**config.mk**
```make
export PLATFORM = sky130hd
export DESIGN_NAME = pipe_stage_buf
export DESIGN_NICKNAME = d
export VERILOG_FILES = /design/src/rtl/pipe_stage_buf.sv
export SDC_FILE = /design/constraint.sdc
export NUM_CORES = 1
export LEC_CHECK = 0
export ABC_CLOCK_PERIOD_IN_PS = 17550
export BUFFER_PORTS_ARGS = -buffer_cell sky130_fd_sc_hd__buf_4
export CORE_MARGIN = 1
export CORE_UTILIZATION = 50
export CTS_CLUSTER_DIAMETER = 200
export DETAILED_ROUTE_END_ITERATION = 7
export PLACE_DENSITY = 0.73
export SLEW_MARGIN = 20
export SYNTH_ARGS = -nofsm -noshare
export SYNTH_HDL_FRONTEND = slang
export SYNTH_SLANG_ARGS = --single-unit
export TNS_END_PERCENT = 20
```
**constraint.sdc**
```tcl
create_clock -name clk -period 17.55 [get_ports clk]
set_clock_uncertainty 0.15 [all_clocks]
set_input_delay 2.6325 -clock clk [delete_from_list [all_inputs] [get_ports clk]]
set_output_delay 2.6325 -clock clk [all_outputs]
set_load 0.01 [all_outputs]
```
**src/rtl/pipe_stage_buf.sv**
```systemverilog
// Pipeline stage register carrying a data and a control bundle under valid/ready.
// Supports synchronous flush and an optional 2-entry skid buffer that registers in_ready.
module pipe_stage_buf #(
  parameter int unsigned       DATA_W   = 165,
  parameter int unsigned       CTRL_W   = 6,
  parameter logic [CTRL_W-1:0] CTRL_RST = '0,
  parameter int unsigned       SKID     = 1
) (
  input  logic              clk,
  input  logic              rst,
  input  logic              in_valid,
  output logic              in_ready,
  input  logic [DATA_W-1:0] in_data,
  input  logic [CTRL_W-1:0] in_ctrl,
  input  logic              flush,
  output logic              out_valid,
  input  logic              out_ready,
  output logic [DATA_W-1:0] out_data,
  output logic [CTRL_W-1:0] out_ctrl,
  output logic [1:0]        occupancy
);

  logic              m_valid_q, m_valid_d;
  logic [DATA_W-1:0] m_data_q, m_data_d;
  logic [CTRL_W-1:0] m_ctrl_q, m_ctrl_d;
  logic              accept, drain;

  assign accept    = in_valid & in_ready & ~flush;
  assign drain     = m_valid_q & out_ready;
  assign out_valid = m_valid_q;
  assign out_data  = m_data_q;
  assign out_ctrl  = m_ctrl_q;

  always_ff @(posedge clk or posedge rst) begin
    if (rst) begin
      m_valid_q <= 1'b0;
      m_data_q  <= '0;
      m_ctrl_q  <= CTRL_RST;
    end else begin
      m_valid_q <= m_valid_d;
      m_data_q  <= m_data_d;
      m_ctrl_q  <= m_ctrl_d;
    end
  end

  if (SKID != 0) begin : g_skid
    logic              s_valid_q, s_valid_d;
    logic [DATA_W-1:0] s_data_q, s_data_d;
    logic [CTRL_W-1:0] s_ctrl_q, s_ctrl_d;

    assign in_ready  = ~s_valid_q;
    assign occupancy = {s_valid_q, m_valid_q & ~s_valid_q};

    // The skid entry is only ever valid while main is valid; it refills main on drain.
    always_comb begin
      m_valid_d = m_valid_q;
      m_data_d  = m_data_q;
      m_ctrl_d  = m_ctrl_q;
      s_valid_d = s_valid_q;
      s_data_d  = s_data_q;
      s_ctrl_d  = s_ctrl_q;
      if (flush) begin
        m_valid_d = 1'b0;
        m_ctrl_d  = CTRL_RST;
        s_valid_d = 1'b0;
        s_ctrl_d  = CTRL_RST;
      end else if (s_valid_q) begin
        if (drain) begin
          m_data_d  = s_data_q;
          m_ctrl_d  = s_ctrl_q;
          s_valid_d = 1'b0;
          s_ctrl_d  = CTRL_RST;
        end
      end else if (m_valid_q) begin
        if (accept && drain) begin
          m_data_d = in_data;
          m_ctrl_d = in_ctrl;
        end else if (accept) begin
          s_valid_d = 1'b1;
          s_data_d  = in_data;
          s_ctrl_d  = in_ctrl;
        end else if (drain) begin
          m_valid_d = 1'b0;
          m_ctrl_d  = CTRL_RST;
        end
      end else if (accept) begin
        m_valid_d = 1'b1;
        m_data_d  = in_data;
        m_ctrl_d  = in_ctrl;
      end
    end

    always_ff @(posedge clk or posedge rst) begin
      if (rst) begin
        s_valid_q <= 1'b0;
        s_data_q  <= '0;
        s_ctrl_q  <= CTRL_RST;
      end else begin
        s_valid_q <= s_valid_d;
        s_data_q  <= s_data_d;
        s_ctrl_q  <= s_ctrl_d;
      end
    end
  end else begin : g_noskid
    assign in_ready  = ~m_valid_q | out_ready;
    assign occupancy = {1'b0, m_valid_q};

    always_comb begin
      m_valid_d = m_valid_q;
      m_data_d  = m_data_q;
      m_ctrl_d  = m_ctrl_q;
      if (flush) begin
        m_valid_d = 1'b0;
        m_ctrl_d  = CTRL_RST;
      end else if (accept) begin
        m_valid_d = 1'b1;
        m_data_d  = in_data;
        m_ctrl_d  = in_ctrl;
      end else if (drain) begin
        m_valid_d = 1'b0;
        m_ctrl_d  = CTRL_RST;
      end
    end
  end

endmodule

```
# Yosys cells after proc, flatten, opt, wreduce, memory -nomap -nowiden

Cells that the tools add are included.

Flip-flop bits (word level): 344
Bits in latches: 0
RAM bits: 0
Bits in read-only memories: 0
Input bits: 176
Output and inout bits: 175
Memories kept: 0

$add $sub $neg: 0
$mul: 0
Divide/modulo/power cells: 0
$lt $le $gt $ge: 0
Equal/unequal tests: 6
Shifts and indexed selects: 0
Multiplexer cells: 28
Bitwise logic cells: 7
Reduce and logical (&&, ||, !) cells: 10

Operators by type and width:

| kind                                                             | count |
|---|---|
| 165-bit 2-to-1 mux                                               | 5 |
| 6-bit 2-to-1 mux                                                 | 12 |
| 4-bit AND reduction                                              | 3 |
| 1-bit 2-to-1 mux                                                 | 11 |
| 3-bit nonzero test                                               | 3 |
| 4-bit nonzero test                                               | 2 |
| 3-bit != test (second input constant)                            | 2 |
| 5-bit by 3-bit != test with 1-bit output (second input constant) | 1 |
| 5-bit AND reduction                                              | 1 |
| 1-bit AND                                                        | 4 |
| 2-bit != test (second input constant)                            | 2 |
| 3-bit by 1-bit != test with 1-bit output (second input constant) | 1 |
| 1-bit inverter                                                   | 3 |
| 1-bit logical AND                                                | 1 |

# Logic depth before layout (Yosys ltp)

Word-level depth: 8
Gate-level depth with buffers: 6
Mapped depth without buffers: 3

# Least setup slack after synthesis

Ideal clock, no wire load.

Kind: input to register
Start: in in_valid
End: reg m_data_q[43], in the netlist out_data[43]
Library setup time: 125 ps
Data arrival time: 3633 ps
Required time: 17275 ps
Slack: 13642 ps
Stages: 5
Path through: nand2b_4 -> a211oi_2 -> buf_4 -> buf_2 -> mux2_2

Longest elaborated chain between the ends: 5
Elaborated cells on any way between the ends: 6
Those cells by class: eq/ne (1); bitwise (2); reduce/logical (3)

Ends and longest elaborated chain:

| what                                                      | RTL line | source |
|---|---|---|
| from (decl)                                               | 11       | `input logic in_valid,` |
| 1-bit AND * (2 in series)                                 | 28       | `assign accept = in_valid & in_ready & ~flush;` |
| 1-bit logical AND                                         | 75       | `if (accept && drain) begin` |
| 3-bit by 1-bit != test with 1-bit output (no source line) | -        |  |
| 4-bit AND reduction (no source line) *                    | -        |  |
| to (signal assigned)                                      | 41       | `m_data_q <= m_data_d;` |
| to (decl)                                                 | 24       | `logic [DATA_W-1:0] m_data_q, m_data_d;` |

Every way passes the cells marked *; elsewhere a longest branch is shown, timed or not.
A chain may end at the register's enable or synchronous reset.

# Worst setup path after layout

Start: in in_valid
End: reg m_data_q[156], in the netlist out_data[156]

The elaborated chain is that of the path after synthesis.

==> load_flow_metrics.sql <==
INSERT INTO impl_metrics (metric_group, metric, value, unit) VALUES
('power_and_ir_drop', 'p_seq_share', '44.9', '%'),
('clocking', 'cts_root_buffer', 'sky130_fd_sc_hd__clkbuf_16', ''),
('sta', 'worst_margin_slew', '1096', 'ps'),
('yosys', 'synth.ff_latch_count', '344', ''),
('floorplanning', 'placement_rows', '63', ''),
('worst_setup_path', 'critPathCaptureType', 'flop', ''),
('clocking', 'cts.htree.levels', '2', ''),
('routing', 'detail_route.wirelength', '33440', 'µm'),
('floorplanning', 'initial_core_util', '51.19', '%'),
('worst_setup_path', 'cpMaxStageDelayCell', 'sky130_fd_sc_hd__buf_4', ''),
('worst_setup_path', 'crit_required', '17780', 'ps'),
('sta', 'setup_repair_after_global_routing_missed_its_margin', 'false', ''),
('floorplanning', 'floorplan.core_area', '29800', 'µm²'),
('clocking', 'clk_path_buf_depth', '3', ''),
('global_route', 'global_route.overflow_total', '0', ''),
('routing', 'detail-route-antenna-nets', '0', ''),
('power_and_ir_drop', 'power_frac_clock', '32.8', '%'),
('finish', 'area.growth.synth_to_final', '26.37', '%'),
('finish', 'layout.nets', '1452', ''),
('sta', 'finalCriticalPeriod', '5139', 'ps'),
('worst_setup_path', 'timing.setup.critical_path_class', 'in -> reg', ''),
('flow_run', 'timing.max_cap.violations', '0', ''),
('worst_setup_path', 'crit_fanout', '73', ''),
('yosys', 'syn_inst', '933', ''),
('routing', 'drc_errors', '0', ''),
('clocking', 'cts_num_sinks', '344', ''),
('placement', 'placed_cells', '1626', ''),
('sta', 'final-max-slew-violation-count', '0', ''),
('worst_setup_path', 'ff2ff_setup_slack', '13620', 'ps'),
('global_route', 'first_global_vias', '9682', ''),
('power_and_ir_drop', 'p_sw', '621.6', 'µW'),
('sta', 'final-hold-violation-count', '0', ''),
('power_and_ir_drop', 'ir_drop', '0.08887', 'mV'),
('yosys', 'synth_cell_type_count', '26', ''),
('finish', 'total_area_of_sequential_cells', '8612', 'µm²'),
('sta', 'max_freq', '0.1946', 'GHz'),
('yosys', 'synth_area', '15250', 'µm²'),
('sta', 'setup_tns', '0', 'ps'),
('clocking', 'worst_skew_pair.late_latency', '510', 'ps'),
('global_route', 'grt_antenna_before_repair', '2', ''),
('floorplanning', 'dieHeight', '176.7', 'µm'),
('yosys', 'share_of_synthesized_area_occupied_by_flip_flops_and_latches', '56.44', '%'),
('power_and_ir_drop', 'power.share.switching', '25.45', '%'),
('power_and_ir_drop', 'power_leakage', '8.822', 'nW'),
('placement', 'dp_hpwl', '21540', 'µm'),
('worst_setup_path', 'largest_stage_delay_on_the_critical_path', '890', 'ps'),
('clocking', 'tritoncts_clock_tree', 'yes', ''),
('floorplanning', 'boundaryPins', '351', ''),
('finish', 'final-instance-count-excl-fill', '1696', ''),
('routing', 'initialDrtViolationCount', '356', ''),
('finish', 'n_fill_cell', '2225', ''),
('yosys', 'synth_area_per_cell', '16.35', 'µm²'),
('worst_setup_path', 'path_cells', 'buf_4 > nand2b_4 > a211oi_4 > buf_4 > buf_4 > mux2_1', ''),
('power_and_ir_drop', 'internal-power', '1.821', 'mW'),
('routing', 'vias', '8910', ''),
('yosys', 'mappedNetlistNets', '1109', ''),
('floorplanning', 'dieArea', '31210', 'µm²'),
('routing', 'dr_wl_met2', '15970', 'µm'),
('hold_path', 'min_path_type', 'reg -> reg', ''),
('routing', 'wl_on_met1', '13980', 'µm'),
('placement', 'gp_routability_congestion', '0.7821', ''),
('routing', 'route.detailed.wl_per_inst', '19.72', 'µm'),
('routing', 'met3_length', '2424', 'µm'),
('clocking', 'cts-buffers-inserted', '38', ''),
('power_and_ir_drop', 'power.share.combinational', '22.4', '%'),
('sta', 'setup-violations-final', '0', ''),
('status', 'result_of_the_run', 'finished, final reports clean', ''),
('routing', 'first_pass_iters', '4', ''),
('finish', 'multiInputGateArea', '6168', 'µm²'),
('finish', 'layout.cells.most_common_list', 'sky130_fd_sc_hd__buf_4, sky130_fd_sc_hd__dfrtp_1, sky130_fd_sc_hd__mux2_2, sky130_fd_sc_hd__mux2_1, sky130_fd_sc_hd__mux2_4', ''),
('finish', 'mostFrequentLayoutCell', 'sky130_fd_sc_hd__buf_4', '');
## metrics by stage
| step | setup slack [ps] | hold WS, ps | utilization [%] | power (mW) | area, µm² |
|---|---|---|---|---|---|
| finish | 12410 | 336.2 | 64.69 | 2.442 | 19280 |
| global route | 12290 | 353.1 | 64.69 | 2.564 | 19280 |
| CTS | 12430 | 339.8 | 64.68 | 2.472 | 19270 |
| detailed placement | 11880 | 321.4 | 60.42 | 1.657 | 18000 |
| global placement | 11900 | 315.6 | 60.42 | 1.636 | 18000 |
| floorplan | 5231 | 302.2 | - | 1.399 | 15250 |
## final cells by class
cell class	instances	area share, %
inverters	3	0.09736
diodes	2	0.02596
repair buffers	360	14.09
clock buffers	62	6.147
clock inverters	6	0.4349
multi-input cells	529	32.00
well taps	390	2.531
flip-flops and latches	344	44.68
## worst paths after layout
check	from	to	cells after the start
max	in_valid	out_data[156]$_DFFE_PP0P_	6
min	out_data[11]$_DFFE_PP0P_	out_data[11]$_DFFE_PP0P_	1
max reg2reg	g_skid.s_valid_q$_DFF_PP0_	out_data[156]$_DFFE_PP0P_	5
min reg2reg	out_data[11]$_DFFE_PP0P_	out_data[11]$_DFFE_PP0P_	1
max in group asynchronous	rst	g_skid.s_valid_q$_DFF_PP0_	3
min in group asynchronous	rst	out_data[40]$_DFFE_PP0P_	2
## sequential cells by signal, indices dropped and copies added (netlist names)
name and cells:
g_skid.s_ctrl_q 6, g_skid.s_data_q 165, g_skid.s_valid_q 1, out_ctrl 6, out_data 165, out_valid 1
## per-layer routing
metal	GRT usage (%)	vias to the layer above
li1	-	4040
met1	27.71	4542
met2	34.93	267
met3	5.842	61
met4	8.082	0
met5	0	-
## critical path: cells and delay by family
family / cells / cell delay [ps]
simple gates: 1 / 80
buf+inv: 3 / 1830
compound gates: 1 / 220
mux: 1 / 400
## cell usage after synthesis
master	n	area, µm²
sky130_fd_sc_hd__dfrtp_1	344	8608
sky130_fd_sc_hd__mux2_2	297	3344
sky130_fd_sc_hd__mux2_1	114	1284
sky130_fd_sc_hd__mux2_4	84	1261
sky130_fd_sc_hd__buf_4	24	180.2
sky130_fd_sc_hd__buf_12	9	180.2
sky130_fd_sc_hd__buf_2	9	45.04
sky130_fd_sc_hd__buf_1	7	26.28
sky130_fd_sc_hd__a221o_1	6	60.06
sky130_fd_sc_hd__a22o_1	6	52.55
sky130_fd_sc_hd__and2_1	6	37.54
sky130_fd_sc_hd__clkbuf_1	6	22.52
sky130_fd_sc_hd__a21oi_1	3	15.01
sky130_fd_sc_hd__inv_1	3	11.26
sky130_fd_sc_hd__and4b_1	2	20.02
sky130_fd_sc_hd__buf_6	2	22.52
sky130_fd_sc_hd__nor2b_1	2	12.51
sky130_fd_sc_hd__a211oi_2	1	12.51
sky130_fd_sc_hd__a311oi_1	1	8.760
sky130_fd_sc_hd__and2b_1	1	7.510
sky130_fd_sc_hd__and3_1	1	6.260
sky130_fd_sc_hd__nand2_1	1	3.750
sky130_fd_sc_hd__nand2b_4	1	13.76
sky130_fd_sc_hd__nor3_1	1	5.000
sky130_fd_sc_hd__o21a_1	1	7.510
sky130_fd_sc_hd__o21ai_0	1	5.000
## cell families after synthesis
| group | synth area share [%] |
|---|---|
| flops | 56.44 |
| mux | 38.61 |
| compound gates | 1.058 |
| simple gates | 0.6972 |
| buf+inv | 3.199 |
## power groups by stage
stage                     clock (mW)  sequential (mW)  combinational (mW)
after CTS                      0.821             1.10               0.554
after global routing           0.855             1.12               0.587
after global placement             0             1.10               0.538
after floorplan                    0             1.13               0.273
after detailed placement           0             1.11               0.551
final                          0.801             1.10               0.546
(Power assumes the default switching activity.)
